$ cat src/rtl/game_result_tracker_if.sv
// Handshake and status bundle between the game counter, the result consumer and the tracker.
// With GRT_OVERFLOW_FLAG_EN defined the bundle also carries the sticky overflow flag.
interface game_result_tracker_if;
    logic       GAMEOVER;
    logic [1:0] WHO;
    logic       new_series;
    logic       res_ready;
    logic       res_valid;
    logic [1:0] res_data;
    logic [3:0] wins;
    logic [3:0] losses;
    logic       clear_req;
    logic       series_done;
    logic [1:0] series_winner;
`ifdef GRT_OVERFLOW_FLAG_EN
    logic       overflow;
`endif

    modport slave (
        input  GAMEOVER, WHO, new_series, res_ready,
        output res_valid, res_data, wins, losses, clear_req, series_done, series_winner
`ifdef GRT_OVERFLOW_FLAG_EN
        , output overflow
`endif
    );

    modport master (
        output GAMEOVER, WHO, new_series, res_ready,
        input  res_valid, res_data, wins, losses, clear_req, series_done, series_winner
`ifdef GRT_OVERFLOW_FLAG_EN
        , input overflow
`endif
    );
endinterface

$ cat src/rtl/game_result_tracker.sv
// Best-of-N series tracker: tallies game results, pulses the counter clear and queues results.
// Optional GRT_OVERFLOW_FLAG_EN adds a sticky flag for results dropped on a full FIFO.
module game_result_tracker #(
    parameter int SERIES_LEN = 5,
    parameter int FIFO_DEPTH = 4
) (
    input logic                  clk,
    input logic                  rst,
    game_result_tracker_if.slave bus
);
    localparam int         AW       = $clog2(FIFO_DEPTH);
    localparam logic [3:0] MAJ      = 4'(SERIES_LEN / 2 + 1);
    localparam logic [AW:0] FULL_CNT = (AW + 1)'(FIFO_DEPTH);

    typedef enum logic {PLAY, DONE} state_t;

    state_t        r_state;
    logic          r_gameOverPrev;
    logic          r_armed;
    logic [3:0]    r_wins;
    logic [3:0]    r_losses;
    logic [1:0]    r_winner;
    logic          r_clearReq;
    logic [1:0]    r_mem [FIFO_DEPTH];
    logic [AW-1:0] r_wrPtr;
    logic [AW-1:0] r_rdPtr;
    logic [AW:0]   r_count;

    logic w_event;
    logic w_validWho;
    logic w_accept;
    logic w_empty;
    logic w_full;
    logic w_pop;
    logic w_push;

    // r_armed masks the first cycle after reset so a level already high is not taken as an edge.
    assign w_event    = r_armed & bus.GAMEOVER & ~r_gameOverPrev;
    assign w_validWho = (bus.WHO == 2'b10) || (bus.WHO == 2'b01);
    assign w_accept   = w_event && (r_state == PLAY) && w_validWho && !bus.new_series;
    assign w_empty    = (r_count == '0);
    assign w_full     = (r_count == FULL_CNT);
    assign w_pop      = !w_empty && bus.res_ready;
    assign w_push     = w_accept && (!w_full || w_pop);

    always_ff @(posedge clk) begin
        if (rst) begin
            r_state        <= PLAY;
            r_gameOverPrev <= 1'b0;
            r_armed        <= 1'b0;
            r_wins         <= 4'd0;
            r_losses       <= 4'd0;
            r_winner       <= 2'b00;
            r_clearReq     <= 1'b0;
        end else begin
            r_gameOverPrev <= bus.GAMEOVER;
            r_armed        <= 1'b1;
            r_clearReq     <= w_accept;
            if (bus.new_series) begin
                r_state  <= PLAY;
                r_wins   <= 4'd0;
                r_losses <= 4'd0;
                r_winner <= 2'b00;
            end else if (w_accept) begin
                if (bus.WHO == 2'b10) begin
                    if (r_wins < MAJ) r_wins <= r_wins + 4'd1;
                    if (r_wins + 4'd1 == MAJ) begin
                        r_state  <= DONE;
                        r_winner <= 2'b10;
                    end
                end else begin
                    if (r_losses < MAJ) r_losses <= r_losses + 4'd1;
                    if (r_losses + 4'd1 == MAJ) begin
                        r_state  <= DONE;
                        r_winner <= 2'b01;
                    end
                end
            end
        end
    end

    always_ff @(posedge clk) begin
        if (w_push) r_mem[r_wrPtr] <= bus.WHO;
    end

    always_ff @(posedge clk) begin
        if (rst) begin
            r_wrPtr <= '0;
            r_rdPtr <= '0;
            r_count <= '0;
        end else begin
            if (w_push) r_wrPtr <= r_wrPtr + 1'b1;
            if (w_pop)  r_rdPtr <= r_rdPtr + 1'b1;
            case ({w_push, w_pop})
                2'b10:   r_count <= r_count + 1'b1;
                2'b01:   r_count <= r_count - 1'b1;
                default: r_count <= r_count;
            endcase
        end
    end

`ifdef GRT_OVERFLOW_FLAG_EN
    logic r_overflow;

    always_ff @(posedge clk) begin
        if (rst) begin
            r_overflow <= 1'b0;
        end else if (w_accept && w_full && !w_pop) begin
            r_overflow <= 1'b1;
        end
    end

    assign bus.overflow = r_overflow;
`endif

    assign bus.res_valid     = !w_empty;
    assign bus.res_data      = w_empty ? 2'b00 : r_mem[r_rdPtr];
    assign bus.wins          = r_wins;
    assign bus.losses        = r_losses;
    assign bus.clear_req     = r_clearReq;
    assign bus.series_done   = (r_state == DONE);
    assign bus.series_winner = r_winner;
endmodule

$ cat src/flat_wrapper.sv
// flat-port wrapper written by rule: the top's interface ports become plain ports
module game_result_tracker_flat 
#(
    parameter int SERIES_LEN = 5,
    parameter int FIFO_DEPTH = 4
)
  (clk, rst, bus_GAMEOVER, bus_WHO, bus_new_series, bus_res_ready, bus_res_valid, bus_res_data, bus_wins, bus_losses, bus_clear_req, bus_series_done, bus_series_winner);
  game_result_tracker_if bus_i ();
  input logic clk;
  input logic rst;
  input wire logic [$bits(bus_i.GAMEOVER)-1:0] bus_GAMEOVER;
  input wire logic [$bits(bus_i.WHO)-1:0] bus_WHO;
  input wire logic [$bits(bus_i.new_series)-1:0] bus_new_series;
  input wire logic [$bits(bus_i.res_ready)-1:0] bus_res_ready;
  output wire logic [$bits(bus_i.res_valid)-1:0] bus_res_valid;
  output wire logic [$bits(bus_i.res_data)-1:0] bus_res_data;
  output wire logic [$bits(bus_i.wins)-1:0] bus_wins;
  output wire logic [$bits(bus_i.losses)-1:0] bus_losses;
  output wire logic [$bits(bus_i.clear_req)-1:0] bus_clear_req;
  output wire logic [$bits(bus_i.series_done)-1:0] bus_series_done;
  output wire logic [$bits(bus_i.series_winner)-1:0] bus_series_winner;
  assign bus_i.GAMEOVER = bus_GAMEOVER;
  assign bus_i.WHO = bus_WHO;
  assign bus_i.new_series = bus_new_series;
  assign bus_i.res_ready = bus_res_ready;
  assign bus_res_valid = bus_i.res_valid;
  assign bus_res_data = bus_i.res_data;
  assign bus_wins = bus_i.wins;
  assign bus_losses = bus_i.losses;
  assign bus_clear_req = bus_i.clear_req;
  assign bus_series_done = bus_i.series_done;
  assign bus_series_winner = bus_i.series_winner;
  game_result_tracker #(.SERIES_LEN(SERIES_LEN), .FIFO_DEPTH(FIFO_DEPTH)) u_core (.clk(clk), .rst(rst), .bus(bus_i));
endmodule
$ cat config.mk
export PLATFORM = sky130hd
export DESIGN_NAME = game_result_tracker_flat
export DESIGN_NICKNAME = d
export VERILOG_FILES = /design/src/rtl/game_result_tracker_if.sv /design/src/rtl/game_result_tracker.sv /design/src/flat_wrapper.sv
export SDC_FILE = /design/constraint.sdc
export NUM_CORES = 1
export LEC_CHECK = 0
export ABC_AREA = 1
export BUFFER_PORTS_ARGS = -buffer_cell sky130_fd_sc_hd__buf_2
export CAP_MARGIN = 20
export CORE_ASPECT_RATIO = 0.75
export CORE_MARGIN = 2
export CORE_UTILIZATION = 50
export CTS_CLUSTER_SIZE = 24
export DETAILED_ROUTE_END_ITERATION = 16
export PLACE_DENSITY = 0.74
export RECOVER_POWER = 50
export SLEW_MARGIN = 20
export SYNTH_ARGS = -nofsm -noshare
export SYNTH_HDL_FRONTEND = slang
export SYNTH_SLANG_ARGS = --single-unit
$ cat constraint.sdc
create_clock -name clk -period 1.6 [get_ports clk]
set_input_delay 0.24 -clock clk [delete_from_list [all_inputs] [get_ports clk]]
set_output_delay 0.24 -clock clk [all_outputs]
set_load 0.03 [all_outputs]
## After elaboration in Yosys (flattened, before gate mapping)

Memory sizes are Yosys's and may differ from the RTL's. A register that Yosys moved wholly into a read port is not among the register bits.
Cells that the tools add are included.

- Add/sub/neg operators: 6
- $lt $le $gt $ge: 2
- Equal/unequal tests: 8
- Bitwise gates (word level): 5
- Reductions and logical operators: 17
- Muxes and demuxes: 13

Operator list:

| operator | number |
|---|---|
| $mux W2 | 6 |
| $reduce_and A3 Y1 | 3 |
| $add A4 B1 Y4 const B | 2 |
| $eq A4 B2 Y1 const B | 2 |
| $lt A4 B2 Y1 const B | 2 |
| $mux W1 | 6 |
| $pmux W3 S2 | 1 |
| $logic_and A1 B1 Y1 | 5 |
| $add A2 B1 Y2 const B | 2 |
| $eq A2 B1 Y1 const B | 2 |
| $eq A2 B2 Y1 const B | 2 |
| $reduce_bool A2 Y1 | 2 |
| $add A3 B1 Y3 const B | 1 |
| $eq A3 B3 Y1 const B | 1 |
| $logic_not A1 Y1 | 3 |
| $logic_not A3 Y1 | 1 |
| $not A1 Y1 | 3 |
| $sub A3 B1 Y3 const B | 1 |
| $and A1 B1 Y1 | 2 |
| $logic_or A1 B1 Y1 | 2 |
| $ne A2 B2 Y1 const B | 1 |
| $reduce_or A2 Y1 | 1 |

- Input bits: 7
- Output and inout bits: 15
- Bits in writable memories: 8
- Logic and storage cells: 62
- Register bits after elaboration: 21
- Memories kept: 1

Memory list:

| memory | depth | width | read ports | clocked after memory_dff | wr ports | RTL line | text |
|---|---|---|---|---|---|---|---|
| u_core.r_mem | 4 | 2 | 1 | 1 | 1 | game_result_tracker.sv:24 | `logic [1:0] r_mem [FIFO_DEPTH];` |

## Depth between registers and ports, before layout

Gate-level depths: netlist (run 1).

- Depth after elaboration: 8
- Mapped depth: 11
- Gate-level depth less buffers: 11

## Worst setup path after synthesis (run 1)

No wires, ideal clock.

- Path kind: register to register
- From: register u_core.r_state, in the netlist u_core.bus.series_done
- To: register u_core.r_count[2]
- Period minus slack after synthesis: 1.720 ns
- Stages on the path, launching flop included: 9
- Setup slack: -0.120 ns
- Data required time: 1.485 ns
- Library setup time: 0.115 ns
- Arrival: 1.605 ns
- Buffers on the path: 0
- Cell sequence: dfxtp_1 inv_1 nand4_2 nand2_2 fa_1 inv_1 nand4_1 a21oi_1 nor2_1

- Word-level cells in the longest chain between the ends: 7
- Elaborated cells on any way between the ends: 9
- Those cells by class: eq/ne: 2; mux: 1; bitwise: 1; reduce/logical: 5

Ends and longest elaborated chain:

| element | RTL line | text |
|---|---|---|
| start, declared | game_result_tracker.sv:17 | `state_t r_state;` |
| start signal, assigned | game_result_tracker.sv:48 | `r_state <= PLAY;` |
| start signal, assigned | game_result_tracker.sv:60 | `r_state <= PLAY;` |
| start signal, assigned | game_result_tracker.sv:68 | `r_state <= DONE;` |
| $not A1 Y1 (*) | game_result_tracker.sv:40 | `assign w_accept = w_event && (r_state == PLAY) && w_validWho && !bus.new_series;` |
| $logic_and A1 B1 Y1 (*) (3 in series) | game_result_tracker.sv:40 |  |
| $logic_and A1 B1 Y1 (*) | game_result_tracker.sv:44 | `assign w_push = w_accept && (!w_full \|\| w_pop);` |
| $eq A2 B1 Y1 / $eq A2 B2 Y1 (equally long branches) | game_result_tracker.sv:94 | `case ({w_push, w_pop})` |
| $pmux W3 S2 / $reduce_bool A2 Y1 (equally long branches) | n/a |  |
| end signal, assigned | game_result_tracker.sv:95 | `2'b10: r_count <= r_count + 1'b1;` |
| end signal, assigned | game_result_tracker.sv:96 | `2'b01: r_count <= r_count - 1'b1;` |
| end signal, assigned | game_result_tracker.sv:97 | `default: r_count <= r_count;` |
| end, declared | game_result_tracker.sv:27 | `logic [AW:0] r_count;` |

Every way passes the cells marked *; elsewhere a longest branch is shown, timed or not.
A chain may end at the register's enable or synchronous reset.

## Final worst setup path (run 1)

- From: register u_core.r_count[2]
- To: register u_core.r_count[2]

- Word-level cells in the longest chain between the ends: 7
- Elaborated cells on any way between the ends: 13
- Those cells by class: add/sub: 2; eq/ne: 3; mux: 1; reduce/logical: 7

Ends and longest elaborated chain:

| element | RTL line | text |
|---|---|---|
| $logic_not A3 Y1 | game_result_tracker.sv:41 | `assign w_empty = (r_count == '0);` |
| $logic_not A1 Y1 | game_result_tracker.sv:43 | `assign w_pop = !w_empty && bus.res_ready;` |
| $logic_and A1 B1 Y1 | game_result_tracker.sv:43 |  |
| $logic_or A1 B1 Y1 | game_result_tracker.sv:44 |  |
| $logic_and A1 B1 Y1 | game_result_tracker.sv:44 |  |
| $eq A2 B1 Y1 / $eq A2 B2 Y1 (equally long branches) | game_result_tracker.sv:94 |  |
| $pmux W3 S2 / $reduce_bool A2 Y1 (equally long branches) | n/a |  |

Several ways; a longest one is shown, not always the timed one.

==> results.md, run 1 <==
* Category of the worst setup path launch point: flip-flop
* Die ar. at 0.003362 mm²
* Number of H-tree branching levels at 2
* Setup repair after global routing missed its margin: false
* Final global-route overflow total at 0
* Routability congestion estimate from global placement at 0.8376
* DRC violation count after routing at 0
* Final setup vio count at 0
* Critical path cell sequence: inv_2, nand2_4, nand2_2, inv_2, nand2_2, fa_2, inv_1, nand4_1, a21oi_1, nor2_1
* First element of the critical path: u_core.r_count[2]$_SDFFE_PP0P_
* Area of the core region at 0.002683 mm²
* Destination of the critical timing path: u_core.r_count[2]$_SDFFE_PP0P_
* Share of post-route cells with drive strength above 1 at 19.14%
* Count of routing violations after the opening detailed-route iteration at 83
* Core Rows at 16
* Port Buf Inserts at 21
* Area of the multi-input gates at 670.6 µm²
* F_max at 652.3 MHz
* Share of the clock period used by the worst path after layout at 95.82%
* Total I/O pin count at 22
* Worst slew pin tran at 0.3680 ns
* Final number of hold-violating endpoints at 0
* HP Class: in -> reg
* Initial Util at 54.24%
* Number of placed instances, taps included at 237
* Crit path max fanout at 3
* Setup TNS Final at 0 ns
* Utilization of the core after routing at 65.39%
* Data arrival time of the worst path at 1.71 ns
* Later-pin clock latency in the skew report at 0.28 ns
* Via count of the first global-routing pass at 1139
* Largest cells by area after synthesis: sky130_fd_sc_hd__dfxtp_1 32%, sky130_fd_sc_hd__edfxtp_1 17%, sky130_fd_sc_hd__nor2_1 8.0%
* Initial antenna violation count at 0
* Wire per inst at 12.19 µm
* Diodes inserted at 0
* Kind of critical path: reg -> reg
* Cell type with the highest aggregate area in the netlist: sky130_fd_sc_hd__dfxtp_1
* Fill cell total of the finished layout at 243
* Die Span Y at 50.72 µm
* Horizontal die dimension at 66.29 µm
* Finished Layout Cells at 245
* Buffer type at the clock tree root: sky130_fd_sc_hd__clkbuf_8
* Clock tree from TritonCTS: done
* Wirelength, routed at 2986 µm
* Number of nets still failing antenna checks after routing at 0
* Path depth of the worst reg2reg path at 10
* Final critical delay including setup and external delays at 1.533 ns
* Average cell area after synthesis at 8.411 µm²
* Post-CTS clock slew at the launch and capture registers of the worst setup and hold paths at 0.06 ns
* Critical register-to-register path startpoint: u_core.r_count[2]$_SDFFE_PP0P_
* Sequential-to-total area share from yosys stat at 48.15%
* Worst slew slack as a fraction of its limit at 75.38%
* Wire length of the first global-routing pass at 5050 µm
* Run status: finished clean
* Area of all sequential standard cells at 705.7 µm²
* Critical register-to-register path endpoint: u_core.r_count[2]$_SDFFE_PP0P_
* CTS Buf Count at 5
* Worst clock skew at 0.007278 ns
* Average via count per standard cell at 4.959
* Maximum clock insertion buffer count at 2
* Total nets after synthesis at 190
* Synth-to-layout area growth at 20.55%
* Synth Register Bits at 31
* Static Leak at 0.7247 nW
* Area of the mapped netlist at 0.001455 mm²
* Total via count in the routed design at 1215
* Unique cell type count in the Yosys netlist at 24
* Placed wire-length estimate after detailed placement at 2391 µm
* Maximum number of pins on one net before global-route repair at 10
* Worst path max stage delay at 0.35 ns
* Number of iterations in the first detailed-routing pass at 4
* Total number of yosys warnings at 0
* Instance count of the mapped netlist at 173
* Power density over cell area at 1326 mW/mm²
* Total number of nets in the final design at 225
* Share of Yosys cell area claimed by the top area cell type at 31.64%
* Max-Cap Viols at 0
* Global-route usage over all layers at 20.72%
* Req. time, crit path at 1.78 ns
* Worst Setup End Kind: flip-flop
* Maximum VDD drop at 537.2 µV
* CTS sink cnt at 31
* Setup slack on the worst flop-to-flop path at 0.07 ns
* Cell with the largest stage delay on the worst path: sky130_fd_sc_hd__dfxtp_1
* Final Max Tran Viols at 0
[critical path: cells and delay by family (launching register included)]
kind / cells / cell delay (ns)
and+or+nand+nor: 5 / 0.38
DFF: 1 / 0.35
buffers and inverters: 3 / 0.19
adders and majority gates: 1 / 0.35
AOI/OAI and AO/OA: 1 / 0.15
[layout by cell type (no fill, tap or decap), drive strengths merged, types with 5 or more instances in the layout]
cell type  netlist  layout
a21oi           10      10
buf              0      10
clkbuf           0      25
dfxtp           23      23
edfxtp           8       8
ha               9       9
inv             32      32
nand2           24      24
nand3            9       9
nand4            5       5
nor2            36      36
o21ai           10      10
[final cells by class]
cell class / instances / share of cell area [%]
clock inverters: 1 / 0.2853
flip-flops and latches: 31 / 40.23
clock buffers: 7 / 4.351
well taps: 36 / 2.568
inverters: 32 / 6.847
repair buffers: 28 / 7.489
multi-input cells: 110 / 38.23
[synth_stat cells, drive strengths merged]
cell	instances
nor2	36
nand2	24
o21ai	10
dfxtp	23
or2	2
o211a	1
xor2	2
a21boi	1
a21oi	10
inv	32
ha	9
edfxtp	8
nand4	5
fa	1
nand3	9
[registers in the layout, summed over array words and instances, names as in the netlist, named ones only]
register,count
u_core.bus.clear_req,1
u_core.r_mem,8
u_core.r_gameOverPrev,1
u_core.bus.wins,4
u_core.r_armed,1
u_core.r_wrPtr,2
u_core.r_count,3
u_core.bus.series_done,1
u_core.r_rdPtr,2
u_core.bus.series_winner,2
u_core.bus.losses,4
[how the worst min path moves through the flow]
stage	to	depth (start not counted)	from	slack, ns
detailed placement	u_core.bus.series_winner[0]$_SDFFE_PP0P_	2	u_core.bus.series_winner[0]$_SDFFE_PP0P_	0.47
finish	u_core.r_gameOverPrev$_SDFF_PP0_	2	rst	0.26
floorplan	u_core.r_count[0]$_SDFFE_PP0P_	1	rst	0.31
global placement	u_core.bus.series_winner[0]$_SDFFE_PP0P_	2	u_core.bus.series_winner[0]$_SDFFE_PP0P_	0.45
CTS	u_core.r_count[0]$_SDFFE_PP0P_	2	rst	0.17
global route	u_core.r_gameOverPrev$_SDFF_PP0_	2	rst	0.29
[routing by layer]
| metal | vias to the layer above | share of wire [%] | wire (µm) | GRT usage [%] |
|---|---|---|---|---|
| met3 | 7 | 5.3 | 158 | 8.520 |
| met1 | 558 | 44 | 1306 | 23.19 |
| li1 | 619 | - | - | - |
| met4 | 0 | 1.3 | 38 | 6.463 |
| met5 | - | 0 | 0 | 0 |
| met2 | 31 | 50 | 1483 | 35.83 |
[logic make-up after synthesis]
logic type	Yosys count	synth area share (%)
and+or+nand+nor	76	24.93
buffers and inverters	32	8.254
DFF	31	48.15
AOI/OAI and AO/OA	22	8.341
adders and majority gates	10	9.115
xor gates and xnor gates	2	1.204
[where the power goes]
group | leakage [nW] | total, mW | switching, mW | internal (mW)
sequential | 0.261 | 0.955 | 0.0650 | 0.890
clock | 0.0422 | 0.580 | 0.275 | 0.304
combinational | 0.422 | 0.790 | 0.512 | 0.278
[metrics by stage]
stage,total power [mW],cell area (µm²),hold slack [ns],setup WS [ns]
2_1_floorplan,1.487,1488,0.3091,0.007721
3_3_place_gp,1.672,1690,0.4488,-0.07192
3_5_place_dp,1.717,1690,0.4729,-0.1734
4_1_cts,2.320,1779,0.1743,0.03814
5_1_grt,2.458,1754,0.2898,0.004032
6_report,2.325,1754,0.2582,0.06695
[what timing repair did]
action / in CTS / in global routing
hold buffers: 0 / 0
gates resized for setup: 4 / 4
pin swaps: 0 / 0
buffers inserted: 0 / 0
endpoints found under the setup margin: 1 / 4
endpoints found under the hold margin: 0 / 0
(Power assumes the default switching activity.)
==> run 2: changes to the inputs <==
- CORE_UTILIZATION: 50 -> 59
- PLACE_DENSITY: 0.74 -> 0.82
- clock period: 1.6 -> 1.8 ns (I/O delays scaled with it)
==> run 2 against run 1 <==
- non-clock buffer count shrank 3
- clock power is 34% lower
- sequential cell count unchanged
- clock skew is 0.0011 ns lower
- global-route usage grew 1.2 points
==> results.md, run 2 (synthesized netlist as in run 1, its figures left out) <==
* Run status: finished clean (unchanged)
* Met1 Use GR at 25.78% (was 23.19%)
* Port Buf Inserts at 21 (unchanged)
* Power density over cell area at 1119 mW/mm² (was 1326 mW/mm²)
* Req. time, crit path at 2.03 ns (was 1.78 ns)
* HP Class: in -> reg (unchanged)
* Crit path max fanout at 5 (was 3)
* Post-CTS Hold Buffers at 0 (unchanged)
* Wire length of the first global-routing pass at 4284 µm (was 5050 µm)
* Initial Util at 62.53% (was 54.24%)
* Maximum VDD drop at 661.7 µV (was 537.2 µV)
* Final number of hold-violating endpoints at 0 (unchanged)
* Core Rows at 15 (was 16)
* Die ar. at 0.002884 mm² (was 0.003362 mm²)
* Final setup vio count at 0 (unchanged)
* Area of the core region at 0.002327 mm² (was 0.002683 mm²)
* CTS Buf Count at 5 (unchanged)
* Global-route layer with the greatest usage: met2 (unchanged)
* Max-Cap Viols at 0 (unchanged)
* Static Leak at 0.7036 nW (was 0.7247 nW)
* Final Max Tran Viols at 0 (unchanged)
* GR Layer Usage met3 at 11.02% (was 8.520%)
* Average via count per standard cell at 5.013 (was 4.959)
* DRC violation count after routing at 0 (unchanged)
* Met2 routing resource usage after global routing at 34.26% (was 35.83%)
* Global-route usage over all layers at 21.97% (was 20.72%)
* Wirelength, routed at 2818 µm (was 2986 µm)
* Later-pin clock latency in the skew report at 0.34 ns (was 0.28 ns)
* Post-CTS clock slew at the launch and capture registers of the worst setup and hold paths at 0.09 ns (was 0.06 ns)
* Via count of the first global-routing pass at 1048 (was 1139)
* F_max at 594.9 MHz
* Clock tree from TritonCTS: done (unchanged)
* Pre-CTS setup slack at -0.05326 ns (was -0.1734 ns)
* Total via count in the routed design at 1203 (was 1215)
* Diodes inserted at 0 (unchanged)
* Fill cell total of the finished layout at 203 (was 243)
* Placed wire-length estimate after detailed placement at 2220 µm (was 2391 µm)
* Number of nets still failing antenna checks after routing at 0 (unchanged)
* Finished Layout Cells at 240 (was 245)
* Wire per inst at 11.74 µm (was 12.19 µm)
* Total number of nets in the final design at 222 (was 225)
* Final critical delay including setup and external delays at 1.681 ns
* Post-Route Hold Slack at 0.1909 ns (was 0.2582 ns)
* Number of iterations in the first detailed-routing pass at 4 (unchanged)
* Worst slew pin tran at 0.3673 ns (was 0.3680 ns)
* Register ranked first by flip-flop count: u_core.r_mem (unchanged)
* Die Span Y at 47.01 µm (was 50.72 µm)
* Share of post-route cells with drive strength above 1 at 15.53% (was 19.14%)
* Final global-route overflow total at 0 (unchanged)
* Kind of critical path: in -> reg (was reg -> reg)
* Pwr Total at 1.856 mW (was 2.325 mW)
* Top library cells by usage in the layout, fill and taps aside: 34 x sky130_fd_sc_hd__nor2_1, 29 x sky130_fd_sc_hd__inv_1, 21 x sky130_fd_sc_hd__dfxtp_1 (was 31 x sky130_fd_sc_hd__nor2_1, 28 x sky130_fd_sc_hd__inv_1, 19 x sky130_fd_sc_hd__nand2_1, 19 x sky130_fd_sc_hd__dfxtp_1, 19 x sky130_fd_sc_hd__clkbuf_1)
* Category of the worst setup path launch point: input port (was flip-flop)
* Data arrival time of the worst path at 1.91 ns (was 1.71 ns)
* Maximum clock insertion buffer count at 2 (unchanged)
* Synth-to-layout area growth at 14.02% (was 20.55%)
* Total I/O pin count at 22 (unchanged)
* Initial antenna violation count at 0 (unchanged)
* Number of H-tree branching levels at 2 (unchanged)
* Most common library cell in the layout ignoring fill and taps: sky130_fd_sc_hd__nor2_1 (unchanged)
* Routability congestion estimate from global placement at 0.8294 (was 0.8376)
* Maximum number of pins on one net before global-route repair at 11 (was 10)
* Flip-flop count of the largest register after layout at 8 (unchanged)
* Horizontal die dimension at 61.35 µm (was 66.29 µm)
* CTS sink cnt at 31 (unchanged)
* Share of the clock period used by the worst path after layout at 93.38%
* Buffer type at the clock tree root: sky130_fd_sc_hd__clkbuf_4 (was sky130_fd_sc_hd__clkbuf_8)
* Worst Setup Slack, final at 0.1191 ns (was 0.06695 ns)
* Worst Setup End Kind: flip-flop (unchanged)
* Worst slew slack as a fraction of its limit at 75.62% (was 75.38%)
* Count of routing violations after the opening detailed-route iteration at 66 (was 83)
* Setup repair after global routing missed its margin: false (unchanged)
* Worst clock skew at 0.006200 ns (was 0.007278 ns)
* Number of placed instances, taps included at 232 (was 237)
-- run 2: changes by cell type in the layout (fill, tap and decap cells not counted), sizes merged --
cell	previous run	this run
buf	10	12
clkbuf	25	18
clkinv	1	2
clkinvlp	0	1
-- run 2: critical path, stage by stage --
cell	delay, ns
sky130_fd_sc_hd__clkbuf_1	0.16
sky130_fd_sc_hd__inv_1	0.06
sky130_fd_sc_hd__ha_1	0.29
sky130_fd_sc_hd__nor2_1	0.19
sky130_fd_sc_hd__nand2_2	0.07
sky130_fd_sc_hd__nor2_1	0.28
sky130_fd_sc_hd__buf_4	0.18
sky130_fd_sc_hd__nand3_1	0.11
sky130_fd_sc_hd__a21boi_0	0.22
sky130_fd_sc_hd__nor2_1	0.07
-- run 2: cell type report --
class / count / area [µm²] / area share (%)
Tap cell: 34 / 42.54 / 2.564
Sequential cell: 31 / 703.2 / 42.38
Timing Repair Buffer: 25 / 118.9 / 7.164
Inverter: 32 / 120.1 / 7.240
Multi-Input combinational cell: 110 / 621.8 / 37.48
Clock buffer: 5 / 37.54 / 2.262
Clock inverter: 3 / 15.01 / 0.9050
-- run 2: timing repair --
| action | 4_1_cts | 5_1_grt |
|---|---|---|
| gates resized for setup | 0 | 2 |
| endpoints found under the hold margin | 0 | 0 |
| endpoints found under the setup margin | 0 | 1 |
| setup buffers | 0 | 0 |
-- run 2: where the power goes --
part           switching, mW  internal, mW  leakage, nW
Clock                  0.239         0.143       0.0263
Sequential            0.0505         0.787        0.260
Combinational          0.435         0.201        0.418
Total                  0.725          1.13        0.704
-- run 2: stage by stage --
| stage | setup TNS, ns | util, % | area [µm²] |
|---|---|---|---|
| after floorplan | 0 | - | 1455 |
| after global placement | 0 | 70.16 | 1633 |
| after detailed placement | -0.06912 | 70.16 | 1633 |
| after CTS | 0 | 72.42 | 1685 |
| after global routing | 0 | 71.29 | 1659 |
| final | 0 | 71.29 | 1659 |
-- run 2: path summary, 6_finish.rpt --
check / start / endpoint / slack (ns) / cells after the start
worst min-delay path: rst / u_core.r_gameOverPrev$_SDFF_PP0_ / 0.19 / 2
worst max-delay path: bus_WHO[0] / u_core.r_count[1]$_SDFFE_PP0P_ / 0.12 / 10
worst max register to register: u_core.r_count[1]$_SDFFE_PP0P_ / u_core.r_count[1]$_SDFFE_PP0P_ / 0.14 / 8
worst min register to register: u_core.bus.series_winner[0]$_SDFFE_PP0P_ / u_core.bus.series_winner[0]$_SDFFE_PP0P_ / 0.47 / 2
-- run 2: per-layer routing --
metal  vias up  part of all wire (%)  routed length, µm
li1        616                     -                  -
met4         0                   1.9                 54
met1       547                    44               1239
met5         -                     0                  0
met2        33                    48               1354
met3         7                   6.0                169
